--- src/rtl/jogo_sequencia_param_if.sv ---
// Sequence ROM port: the game addresses the ROM and reads its word back combinationally.
interface jogo_sequencia_param_if #(
    parameter int unsigned N_CHAVES = 4,
    parameter int unsigned AW       = 4
);
    logic [AW-1:0]       seq_addr;
    logic [N_CHAVES-1:0] seq_data;

    modport master (output seq_addr, input  seq_data);
    modport slave  (input  seq_addr, output seq_data);
endinterface

--- src/rtl/jogo_sequencia_param.sv ---
// Growing-sequence memory game: round k requires repeating ROM entries 0..k,
// with a run-time round limit, multi-key rejection and a per-play timeout.
module jogo_sequencia_param #(
    parameter int unsigned N_CHAVES = 4,
    parameter int unsigned DEPTH    = 16,
    parameter int unsigned TIMEOUT  = 3000,
    parameter int unsigned AW       = $clog2(DEPTH)
) (
    input  logic                clock,
    input  logic                reset,
    input  logic                iniciar,
    input  logic [AW:0]         limite,
    input  logic [N_CHAVES-1:0] chaves,
    jogo_sequencia_param_if.master rom,
    output logic [N_CHAVES-1:0] leds,
    output logic                pronto,
    output logic                acertou,
    output logic                errou,
    output logic                timeout,
    output logic [3:0]          db_estado,
    output logic [AW-1:0]       db_rodada,
    output logic [AW-1:0]       db_jogada
);
    localparam int unsigned TW = $clog2(TIMEOUT + 1);
    localparam int unsigned LW = AW + 1;

    typedef enum logic [3:0] {
        INICIAL     = 4'h0,
        PREPARA     = 4'h1,
        ESPERA      = 4'h2,
        REGISTRA    = 4'h3,
        COMPARA     = 4'h4,
        PROX_JOGADA = 4'h5,
        PROX_RODADA = 4'h6,
        FIM_ACERTO  = 4'hA,
        FIM_ERRO    = 4'hE,
        FIM_TIMEOUT = 4'hF
    } state_t;

    state_t              state_q, state_d;
    logic [AW-1:0]       rodada_q, rodada_d;
    logic [AW-1:0]       jogada_q, jogada_d;
    logic [TW-1:0]       tmr_q, tmr_d;
    logic [LW-1:0]       lim_q, lim_d;
    logic [N_CHAVES-1:0] leds_q, leds_d;
    logic [N_CHAVES-1:0] jreg_q, jreg_d;
    logic [N_CHAVES-1:0] chaves_prev_q;
    logic                pronto_q, pronto_d;
    logic                acertou_q, acertou_d;
    logic                errou_q, errou_d;
    logic                timeout_q, timeout_d;

    logic                tem_jogada_c;
    logic [LW-1:0]       lim_clamp_c;

    // A play is the rising edge of "any key down"; held keys count once.
    assign tem_jogada_c = (chaves != '0) && (chaves_prev_q == '0);
    assign lim_clamp_c  = ((limite == '0) || (limite > LW'(DEPTH))) ? LW'(DEPTH) : limite;

    always_ff @(posedge clock) begin
        if (!reset) begin
            state_q       <= INICIAL;
            rodada_q      <= '0;
            jogada_q      <= '0;
            tmr_q         <= '0;
            lim_q         <= '0;
            leds_q        <= '0;
            jreg_q        <= '0;
            chaves_prev_q <= '0;
            pronto_q      <= 1'b0;
            acertou_q     <= 1'b0;
            errou_q       <= 1'b0;
            timeout_q     <= 1'b0;
        end else begin
            state_q       <= state_d;
            rodada_q      <= rodada_d;
            jogada_q      <= jogada_d;
            tmr_q         <= tmr_d;
            lim_q         <= lim_d;
            leds_q        <= leds_d;
            jreg_q        <= jreg_d;
            chaves_prev_q <= chaves;
            pronto_q      <= pronto_d;
            acertou_q     <= acertou_d;
            errou_q       <= errou_d;
            timeout_q     <= timeout_d;
        end
    end

    always_comb begin
        state_d  = state_q;
        rodada_d = rodada_q;
        jogada_d = jogada_q;
        tmr_d    = tmr_q;
        lim_d    = lim_q;
        leds_d   = leds_q;
        jreg_d   = jreg_q;

        case (state_q)
            INICIAL: begin
                if (iniciar) state_d = PREPARA;
            end
            PREPARA: begin
                lim_d    = lim_clamp_c;
                rodada_d = '0;
                jogada_d = '0;
                leds_d   = '0;
                tmr_d    = '0;
                state_d  = ESPERA;
            end
            ESPERA: begin
                tmr_d = tmr_q + TW'(1);
                // A play in the last allowed cycle still beats the timeout.
                if (tem_jogada_c)                    state_d = REGISTRA;
                else if (tmr_q == TW'(TIMEOUT - 1)) state_d = FIM_TIMEOUT;
            end
            REGISTRA: begin
                jreg_d  = chaves;
                leds_d  = chaves;
                state_d = COMPARA;
            end
            COMPARA: begin
                if (!$onehot(jreg_q) || (jreg_q != rom.seq_data)) state_d = FIM_ERRO;
                else if (jogada_q < rodada_q)                     state_d = PROX_JOGADA;
                else if ({1'b0, rodada_q} == lim_q - LW'(1))      state_d = FIM_ACERTO;
                else                                              state_d = PROX_RODADA;
            end
            PROX_JOGADA: begin
                jogada_d = jogada_q + AW'(1);
                tmr_d    = '0;
                state_d  = ESPERA;
            end
            PROX_RODADA: begin
                rodada_d = rodada_q + AW'(1);
                jogada_d = '0;
                tmr_d    = '0;
                state_d  = ESPERA;
            end
            FIM_ACERTO, FIM_ERRO, FIM_TIMEOUT: begin
                if (iniciar) state_d = PREPARA;
            end
            default: state_d = INICIAL;
        endcase

        // Flags are registered copies of the outcome encoded by the next state.
        pronto_d  = (state_d == FIM_ACERTO) || (state_d == FIM_ERRO) || (state_d == FIM_TIMEOUT);
        acertou_d = (state_d == FIM_ACERTO);
        errou_d   = (state_d == FIM_ERRO) || (state_d == FIM_TIMEOUT);
        timeout_d = (state_d == FIM_TIMEOUT);
    end

    assign rom.seq_addr = jogada_q;
    assign leds         = leds_q;
    assign pronto       = pronto_q;
    assign acertou      = acertou_q;
    assign errou        = errou_q;
    assign timeout      = timeout_q;
    assign db_estado    = state_q;
    assign db_rodada    = rodada_q;
    assign db_jogada    = jogada_q;
endmodule

--- src/flat_wrapper.sv ---
// flat-port wrapper written by rule: the top's interface ports become plain ports
module jogo_sequencia_param_flat 
#(
    parameter int unsigned N_CHAVES = 4,
    parameter int unsigned DEPTH    = 16,
    parameter int unsigned TIMEOUT  = 3000,
    parameter int unsigned AW       = $clog2(DEPTH)
)
  (clock, reset, iniciar, limite, chaves, leds, pronto, acertou, errou, timeout, db_estado, db_rodada, db_jogada, rom_seq_addr, rom_seq_data);
  jogo_sequencia_param_if #(.N_CHAVES(N_CHAVES), .AW(AW)) rom_i ();
  input  logic clock;
  input  logic reset;
  input  logic iniciar;
  input  logic [AW:0] limite;
  input  logic [N_CHAVES-1:0] chaves;
  output logic [N_CHAVES-1:0] leds;
  output logic pronto;
  output logic acertou;
  output logic errou;
  output logic timeout;
  output logic [3:0] db_estado;
  output logic [AW-1:0] db_rodada;
  output logic [AW-1:0] db_jogada;
  output wire logic [$bits(rom_i.seq_addr)-1:0] rom_seq_addr;
  input wire logic [$bits(rom_i.seq_data)-1:0] rom_seq_data;
  assign rom_seq_addr = rom_i.seq_addr;
  assign rom_i.seq_data = rom_seq_data;
  jogo_sequencia_param #(.N_CHAVES(N_CHAVES), .DEPTH(DEPTH), .TIMEOUT(TIMEOUT), .AW(AW)) u_core (.clock(clock), .reset(reset), .iniciar(iniciar), .limite(limite), .chaves(chaves), .rom(rom_i), .leds(leds), .pronto(pronto), .acertou(acertou), .errou(errou), .timeout(timeout), .db_estado(db_estado), .db_rodada(db_rodada), .db_jogada(db_jogada));
endmodule
--- config.mk ---
export PLATFORM = sky130hd
export DESIGN_NAME = jogo_sequencia_param_flat
export DESIGN_NICKNAME = d
export VERILOG_FILES = /design/src/rtl/jogo_sequencia_param_if.sv /design/src/rtl/jogo_sequencia_param.sv /design/src/flat_wrapper.sv
export SDC_FILE = /design/constraint.sdc
export NUM_CORES = 1
export LEC_CHECK = 0
export ABC_AREA = 1
export CAP_MARGIN = 20
export CORE_ASPECT_RATIO = 2
export CORE_MARGIN = 3
export CORE_UTILIZATION = 45
export CTS_CLUSTER_DIAMETER = 100
export CTS_CLUSTER_SIZE = 12
export DETAILED_ROUTE_END_ITERATION = 8
export DONT_BUFFER_PORTS = 1
export GPL_TIMING_DRIVEN = 0
export PLACE_DENSITY_LB_ADDON = 0.3
export SKIP_CTS_REPAIR_TIMING = 1
export SLEW_MARGIN = 40
export SYNTH_ARGS = -nofsm -noshare
export SYNTH_HDL_FRONTEND = slang
export SYNTH_SLANG_ARGS = --single-unit
export TNS_END_PERCENT = 100
--- constraint.sdc ---
create_clock -name clock -period 5.21 [get_ports clock]
set_input_delay 0.2605 -clock clock [delete_from_list [all_inputs] [get_ports clock]]
set_output_delay 0.2605 -clock clock [all_outputs]
set_load 0.01 [all_outputs]
Word-level counts from Yosys, hierarchy flattened:

Index checks and enable logic that the tools add are counted.

* output and inout port bits: 24
* bits in registers: 45
* word-level logic and storage cells: 67

* order comparisons: 2
* reductions and logical operators: 18
* equality and inequality tests: 16
* add/subtract/negate cells: 7
* muxes and demuxes: 12

Operator list (count)
* $eq 4x4->1 const B: 6
* $mux 4: 6
* $pmux 12 s2: 1
* $pmux 4 s2: 3
* $pmux 4 s5: 1
* $add 12x1->12 const B: 1
* $eq 12x12->1 const B: 1
* $eq 4x3->1 const B: 3
* $add 4x1->4 const B: 2
* $eq 4x2->1 const B: 2
* $logic_not 4->1: 2
* $reduce_bool 2->1: 4
* $eq 4x5->1: 1
* $gt 5x5->1 const B: 1
* $logic_not 5->1: 1
* $logic_or 1x1->1: 5
* $mux 5: 1
* $sub 5x1->5 const B: 1
* $add 1x1->2: 2
* $eq 4x1->1 const B: 1
* $lt 4x4->1: 1
* $ne 4x4->1: 1
* $reduce_bool 4->1: 1
* $reduce_or 4->1: 1
* other kinds (6): 6

Longest topological paths before layout:

* depth after elaboration: 10
* mapped depth: 14
* depth with buffers taken out: 14

Worst setup path before layout:

No wires, ideal clock.

* path kind: reg2reg
* start: register u_core.jreg_q[2]
* end: register u_core.acertou_q (netlist: u_core.acertou)
* setup slack: 3.236 ns
* buffers on the path: 0
* library setup time: 0.065 ns
* stages on the path, launching flop included: 11
* period minus slack after synthesis: 1.974 ns
* data arrival time: 1.909 ns
* path through: dfxtp_1 -> ha_1 -> ha_1 -> fa_1 -> nor2_1 -> nand2_1 -> nor2_1 -> nand4_1 -> a21oi_1 -> nand2_1 -> nor2_1

* longest elaborated chain between the ends: 8
* elaborated cells between the ends (all ways): 9
* classes of those cells: add/sub (2); eq/ne (3); mux (2); reduce/logical (2)

RTL lines
* from (decl): line jogo_sequencia_param.sv:46 `logic [N_CHAVES-1:0] jreg_q, jreg_d;`
* from (signal assigned): line jogo_sequencia_param.sv:81 `jreg_q <= jreg_d;`
* $add 1x1->2 (not written as such): line jogo_sequencia_param.sv:123 `if (!$onehot(jreg_q) || (jreg_q != rom.seq_data)) state_d = FIM_ERRO;`
* $add 3x3->3 (not written as such): line jogo_sequencia_param.sv:123
* $eq 3x1->1: line jogo_sequencia_param.sv:123
* $logic_not 1->1: line jogo_sequencia_param.sv:123
* $logic_or 1x1->1 (*): line jogo_sequencia_param.sv:123
* $mux 4 (*): line jogo_sequencia_param.sv:123
* $pmux 4 s5 (*): line jogo_sequencia_param.sv:99 `case (state_q)`
* $eq 4x4->1 (*): line jogo_sequencia_param.sv:147 `acertou_d = (state_d == FIM_ACERTO);`
* to (signal assigned): line jogo_sequencia_param.sv:84 `acertou_q <= acertou_d;`
* to (decl): line jogo_sequencia_param.sv:49 `logic acertou_q, acertou_d;`

Every way passes the cells marked *; elsewhere a longest branch is shown, timed or not.
A chain may end at the register's enable or synchronous reset.

Final worst setup path:

* start: register u_core.jreg_q[3]
* end: register u_core.timeout_q (netlist: u_core.timeout)

* longest elaborated chain between the ends: 8
* elaborated cells between the ends (all ways): 9
* classes of those cells: add/sub (2); eq/ne (3); mux (2); reduce/logical (2)

RTL lines
* $add 1x1->2 (not written as such): line jogo_sequencia_param.sv:123
* $add 3x3->3 (not written as such): line jogo_sequencia_param.sv:123
* $eq 3x1->1: line jogo_sequencia_param.sv:123
* $logic_not 1->1: line jogo_sequencia_param.sv:123
* $logic_or 1x1->1 (*): line jogo_sequencia_param.sv:123
* $mux 4 (*): line jogo_sequencia_param.sv:123
* $pmux 4 s5 (*): line jogo_sequencia_param.sv:99
* $eq 4x4->1 (*): line jogo_sequencia_param.sv:149 `timeout_d = (state_d == FIM_TIMEOUT);`
* to (signal assigned): line jogo_sequencia_param.sv:86 `timeout_q <= timeout_d;`
* to (decl): line jogo_sequencia_param.sv:51 `logic timeout_q, timeout_d;`

Marks and branches as above.

==> impl_metrics.xml <==
<?xml version="1.0" encoding="UTF-8"?>
<metrics>
  <group name="routing">
    <metric name="drt_antenna_net_count" unit="">0</metric>
    <metric name="num_vias" unit="">2125</metric>
    <metric name="drt_iter0_drc" unit="">53</metric>
    <metric name="drc" unit="">0</metric>
    <metric name="drt-pass1-iter-count" unit="">4</metric>
    <metric name="wl_per_cell" unit="um">13.1</metric>
    <metric name="avgViaCountPerCell" unit="">5.22</metric>
    <metric name="route.final.wire_length" unit="um">5350</metric>
  </group>
  <group name="floorplan">
    <metric name="die_width" unit="um">57.5</metric>
    <metric name="floorplan.die.height" unit="um">109</metric>
    <metric name="rows" unit="">36</metric>
    <metric name="core_region_area" unit="um2">5000</metric>
    <metric name="fp.dieArea" unit="um2">6270</metric>
    <metric name="io_pins" unit="">40</metric>
    <metric name="initial_core_util" unit="%">47.8</metric>
  </group>
  <group name="cells_and_area">
    <metric name="fin_cells" unit="">407</metric>
    <metric name="fill_cells" unit="">500</metric>
    <metric name="antenna_cells_inserted" unit="">0</metric>
    <metric name="postLayoutCellArea" unit="um2">2560</metric>
    <metric name="finalNetCount" unit="">377</metric>
    <metric name="drive_above_1_share" unit="%">10.9</metric>
    <metric name="utilization_after_layout" unit="%">51.3</metric>
    <metric name="layout-area-overhead-vs-synth" unit="%">7.23</metric>
  </group>
  <group name="synthesis">
    <metric name="ys_dominant_reg_cell" unit="">sky130_fd_sc_hd__dfxtp_1</metric>
    <metric name="synth.yosys.seq_area_share" unit="%">37.7</metric>
    <metric name="largest_cells_by_area_after_synthesis" unit="">sky130_fd_sc_hd__dfxtp_1 38%, sky130_fd_sc_hd__nand2_1 13%, sky130_fd_sc_hd__inv_1 7.1%, sky130_fd_sc_hd__a21oi_1 6.9%, sky130_fd_sc_hd__ha_1 5.8%</metric>
    <metric name="synthMostInstantiatedCell" unit="">sky130_fd_sc_hd__nand2_1</metric>
    <metric name="post-synth-top-area-cell" unit="">sky130_fd_sc_hd__dfxtp_1</metric>
    <metric name="synth-seq-cells" unit="">45</metric>
    <metric name="synth_async_sr_flop_share" unit="%">0</metric>
    <metric name="post_synth_num_cell_types" unit="">32</metric>
    <metric name="synth_top_area_share" unit="%">37.7</metric>
    <metric name="syn_nets" unit="">370</metric>
    <metric name="ys.warnings.count" unit="">0</metric>
    <metric name="avgSynthCellArea" unit="um2">6.99</metric>
    <metric name="synth.top_cells.by_count" unit="">83 x sky130_fd_sc_hd__nand2_1, 45 x sky130_fd_sc_hd__dfxtp_1, 45 x sky130_fd_sc_hd__inv_1, 35 x sky130_fd_sc_hd__nor2_1, 33 x sky130_fd_sc_hd__a21oi_1</metric>
    <metric name="mappedNetlistArea" unit="um2">2390</metric>
    <metric name="postSynthCellCount" unit="">342</metric>
    <metric name="synth_enable_flop_cells" unit="">0</metric>
  </group>
  <group name="place">
    <metric name="dp.final_hpwl" unit="um">4360</metric>
    <metric name="port_buffers" unit="">0</metric>
    <metric name="dpl-instance-area" unit="um2">2460</metric>
    <metric name="gpl.final_weighted_congestion" unit="">0.842</metric>
    <metric name="place.detailed.instances" unit="">399</metric>
  </group>
  <group name="global_route">
    <metric name="grt_pass1_wl" unit="um">9330</metric>
    <metric name="via_count_of_the_first_global_routing_pass" unit="">2175</metric>
    <metric name="overflow" unit="">0</metric>
    <metric name="antenna_found_initial" unit="">0</metric>
    <metric name="grt_util_all_layers" unit="%">19.3</metric>
    <metric name="largest_net_degree_at_the_start_of_global_routing" unit="">14</metric>
  </group>
  <group name="critical_path">
    <metric name="timing.critical_path.fanout_max" unit="">4</metric>
    <metric name="timing.critical_path.to" unit="">u_core.timeout</metric>
    <metric name="startpoint_type" unit="">register</metric>
    <metric name="r2r_slack" unit="ps">2920</metric>
    <metric name="setup.worst_path.class" unit="">register to register</metric>
    <metric name="r2r-end" unit="">u_core.timeout</metric>
    <metric name="crit_path_buf_inv_count" unit="">0</metric>
    <metric name="worstSetupStartpoint" unit="">u_core.jreg_q[3]</metric>
    <metric name="rr_worst_depth" unit="">10</metric>
    <metric name="critPathTopFamily" unit="">simple AND/OR/NAND/NOR gates</metric>
    <metric name="path_depth" unit="">10</metric>
    <metric name="critPathMostFrequentCell" unit="">sky130_fd_sc_hd__nand2_1</metric>
    <metric name="crit_arrival" unit="ps">2540</metric>
    <metric name="crit_path_top_delay_cell" unit="">sky130_fd_sc_hd__fa_1</metric>
    <metric name="end_kind" unit="">register</metric>
    <metric name="reg2reg_from" unit="">u_core.jreg_q[3]</metric>
    <metric name="critical_path.cell_chain" unit="">ha_1 &gt; ha_1 &gt; fa_1 &gt; nor2_1 &gt; nand2_1 &gt; nor3_1 &gt; nand2_1 &gt; nand2_1 &gt; nand3_1 &gt; nor2_1</metric>
    <metric name="cp_slowest_stage_delay" unit="ps">430</metric>
    <metric name="cp_data_required_time" unit="ps">5460</metric>
  </group>
  <group name="sta">
    <metric name="min_period" unit="ps">2290</metric>
    <metric name="finalSetupTns" unit="ps">0</metric>
    <metric name="worst-slew-pin-transition" unit="ps">484</metric>
    <metric name="achievable-frequency" unit="GHz">0.436</metric>
    <metric name="finalHoldWorstSlack" unit="ps">48.4</metric>
    <metric name="final-hold-violation-count" unit="">0</metric>
    <metric name="max_slew_margin" unit="%">67.8</metric>
    <metric name="finalClockSkew" unit="ps">6.24</metric>
    <metric name="total_setup_violations_reported_at_the_end_of_the_flow" unit="">0</metric>
    <metric name="report.final.slew_viol_count" unit="">0</metric>
    <metric name="final.period_utilization" unit="%">44.0</metric>
    <metric name="rsz0062_at_grt" unit="">no</metric>
  </group>
  <group name="power_and_ir_drop">
    <metric name="power_per_cell_area" unit="nW/um2">301</metric>
    <metric name="vdd_ir_drop_max" unit="mV">0.239</metric>
    <metric name="power.leakage" unit="nW">1.12</metric>
  </group>
  <group name="run_status">
    <metric name="outcome" unit="">complete, no violations</metric>
  </group>
  <group name="cts">
    <metric name="clock_path_buffers" unit="">2</metric>
    <metric name="number_of_buffers_created_by_cts" unit="">5</metric>
    <metric name="worst_skew_pair.late_latency" unit="ps">310</metric>
    <metric name="clkSlewWorstSetupHoldPaths" unit="ps">80</metric>
    <metric name="clock-root-buffer" unit="">sky130_fd_sc_hd__clkbuf_8</metric>
    <metric name="tritoncts_clock_tree" unit="">built</metric>
    <metric name="number_of_clock_sinks" unit="">45</metric>
    <metric name="htree_num_levels" unit="">2</metric>
  </group>
  <group name="hold_path">
    <metric name="timing.hold.worst.class" unit="">input pin to register</metric>
  </group>
  <group name="run">
    <metric name="max-cap-violations" unit="">0</metric>
  </group>
</metrics>
==> cells by family after synthesis <==
group | share of synthesized area [%]
compound gates | 12.9
xor+xnor | 0.733
simple gates | 31.6
buf+inv | 10.5
flops | 37.7
fa+ha+maj | 6.60
==> final cells by class <==
class	instances	area (um2)	area share (%)
Inverter	54	205	8.01
Multi-Input combinational cell	236	1240	48.3
Tap cell	57	71.3	2.78
Sequential cell	45	901	35.2
Clock inverter	1	5.00	0.195
Clock buffer	7	96.3	3.76
Buffer	7	45.0	1.76
==> how the worst min path moves through the flow <==
stage                                          to  slack (ps)  startpoint  cells after the start
after global routing      u_core.chaves_prev_q[0]          40   chaves[0]                      2
after detailed placement  u_core.chaves_prev_q[0]         370   chaves[0]                      2
after global placement    u_core.chaves_prev_q[0]         360   chaves[0]                      2
after floorplan           u_core.chaves_prev_q[0]         350   chaves[0]                      2
final                     u_core.chaves_prev_q[1]          50   chaves[1]                      2
after CTS                 u_core.chaves_prev_q[0]          30   chaves[0]                      2
==> metal layers <==
metal  GRT usage, %  share of wire [%]  vias to the layer above
li1               -                  -                     1105
met1           16.5                 34                      979
met2           38.4                 60                       30
met3           4.15                3.4                       11
met4           10.9                3.2                        0
met5              0                  0                        -
==> cells in the final DEF, fill, tap and decap left out, types with 2 or more instances in the layout <==
| cell type | Yosys | routed |
|---|---|---|
| sky130_fd_sc_hd__a211oi_1 | 4 | 4 |
| sky130_fd_sc_hd__a21oi_1 | 33 | 33 |
| sky130_fd_sc_hd__buf_4 | 5 | 5 |
| sky130_fd_sc_hd__clkbuf_1 | 2 | 2 |
| sky130_fd_sc_hd__clkbuf_8 | 0 | 7 |
| sky130_fd_sc_hd__dfxtp_1 | 45 | 45 |
| sky130_fd_sc_hd__ha_1 | 11 | 11 |
| sky130_fd_sc_hd__inv_1 | 45 | 45 |
| sky130_fd_sc_hd__inv_2 | 7 | 7 |
| sky130_fd_sc_hd__nand2_1 | 83 | 83 |
| sky130_fd_sc_hd__nand3_1 | 14 | 14 |
| sky130_fd_sc_hd__nand4_1 | 4 | 4 |
| sky130_fd_sc_hd__nor2_1 | 35 | 35 |
| sky130_fd_sc_hd__nor2_2 | 6 | 6 |
| sky130_fd_sc_hd__nor2_4 | 4 | 4 |
| sky130_fd_sc_hd__nor3_1 | 6 | 6 |
| sky130_fd_sc_hd__nor3_2 | 3 | 3 |
| sky130_fd_sc_hd__nor3b_1 | 2 | 2 |
| sky130_fd_sc_hd__o21ai_0 | 16 | 16 |
| sky130_fd_sc_hd__o21ai_1 | 2 | 2 |
| sky130_fd_sc_hd__o21bai_1 | 2 | 2 |
| sky130_fd_sc_hd__xor2_1 | 2 | 2 |
==> metrics by stage <==
step	power [mW]	worst slack (ps)
2_1_floorplan	0.506	3240
3_3_place_gp	0.537	2970
3_5_place_dp	0.541	2920
4_1_cts	0.780	2910
5_1_grt	0.814	2720
6_report	0.771	2920
==> registers in the layout, summed over array words and instances (netlist names) <==
name,flops
u_core.jreg_q,4
u_core.lim_q,5
u_core.db_estado,4
u_core.tmr_q,12
u_core.acertou,1
u_core.leds,4
u_core.pronto,1
u_core.db_jogada,4
u_core.errou,1
u_core.timeout,1
u_core.chaves_prev_q,4
u_core.db_rodada,4
==> where the power goes <==
group          internal, mW  switching (mW)
registers             0.362          0.0214
clock network         0.120           0.119
logic                0.0524          0.0966
Note: power is estimated with default switching activity, not from simulation.
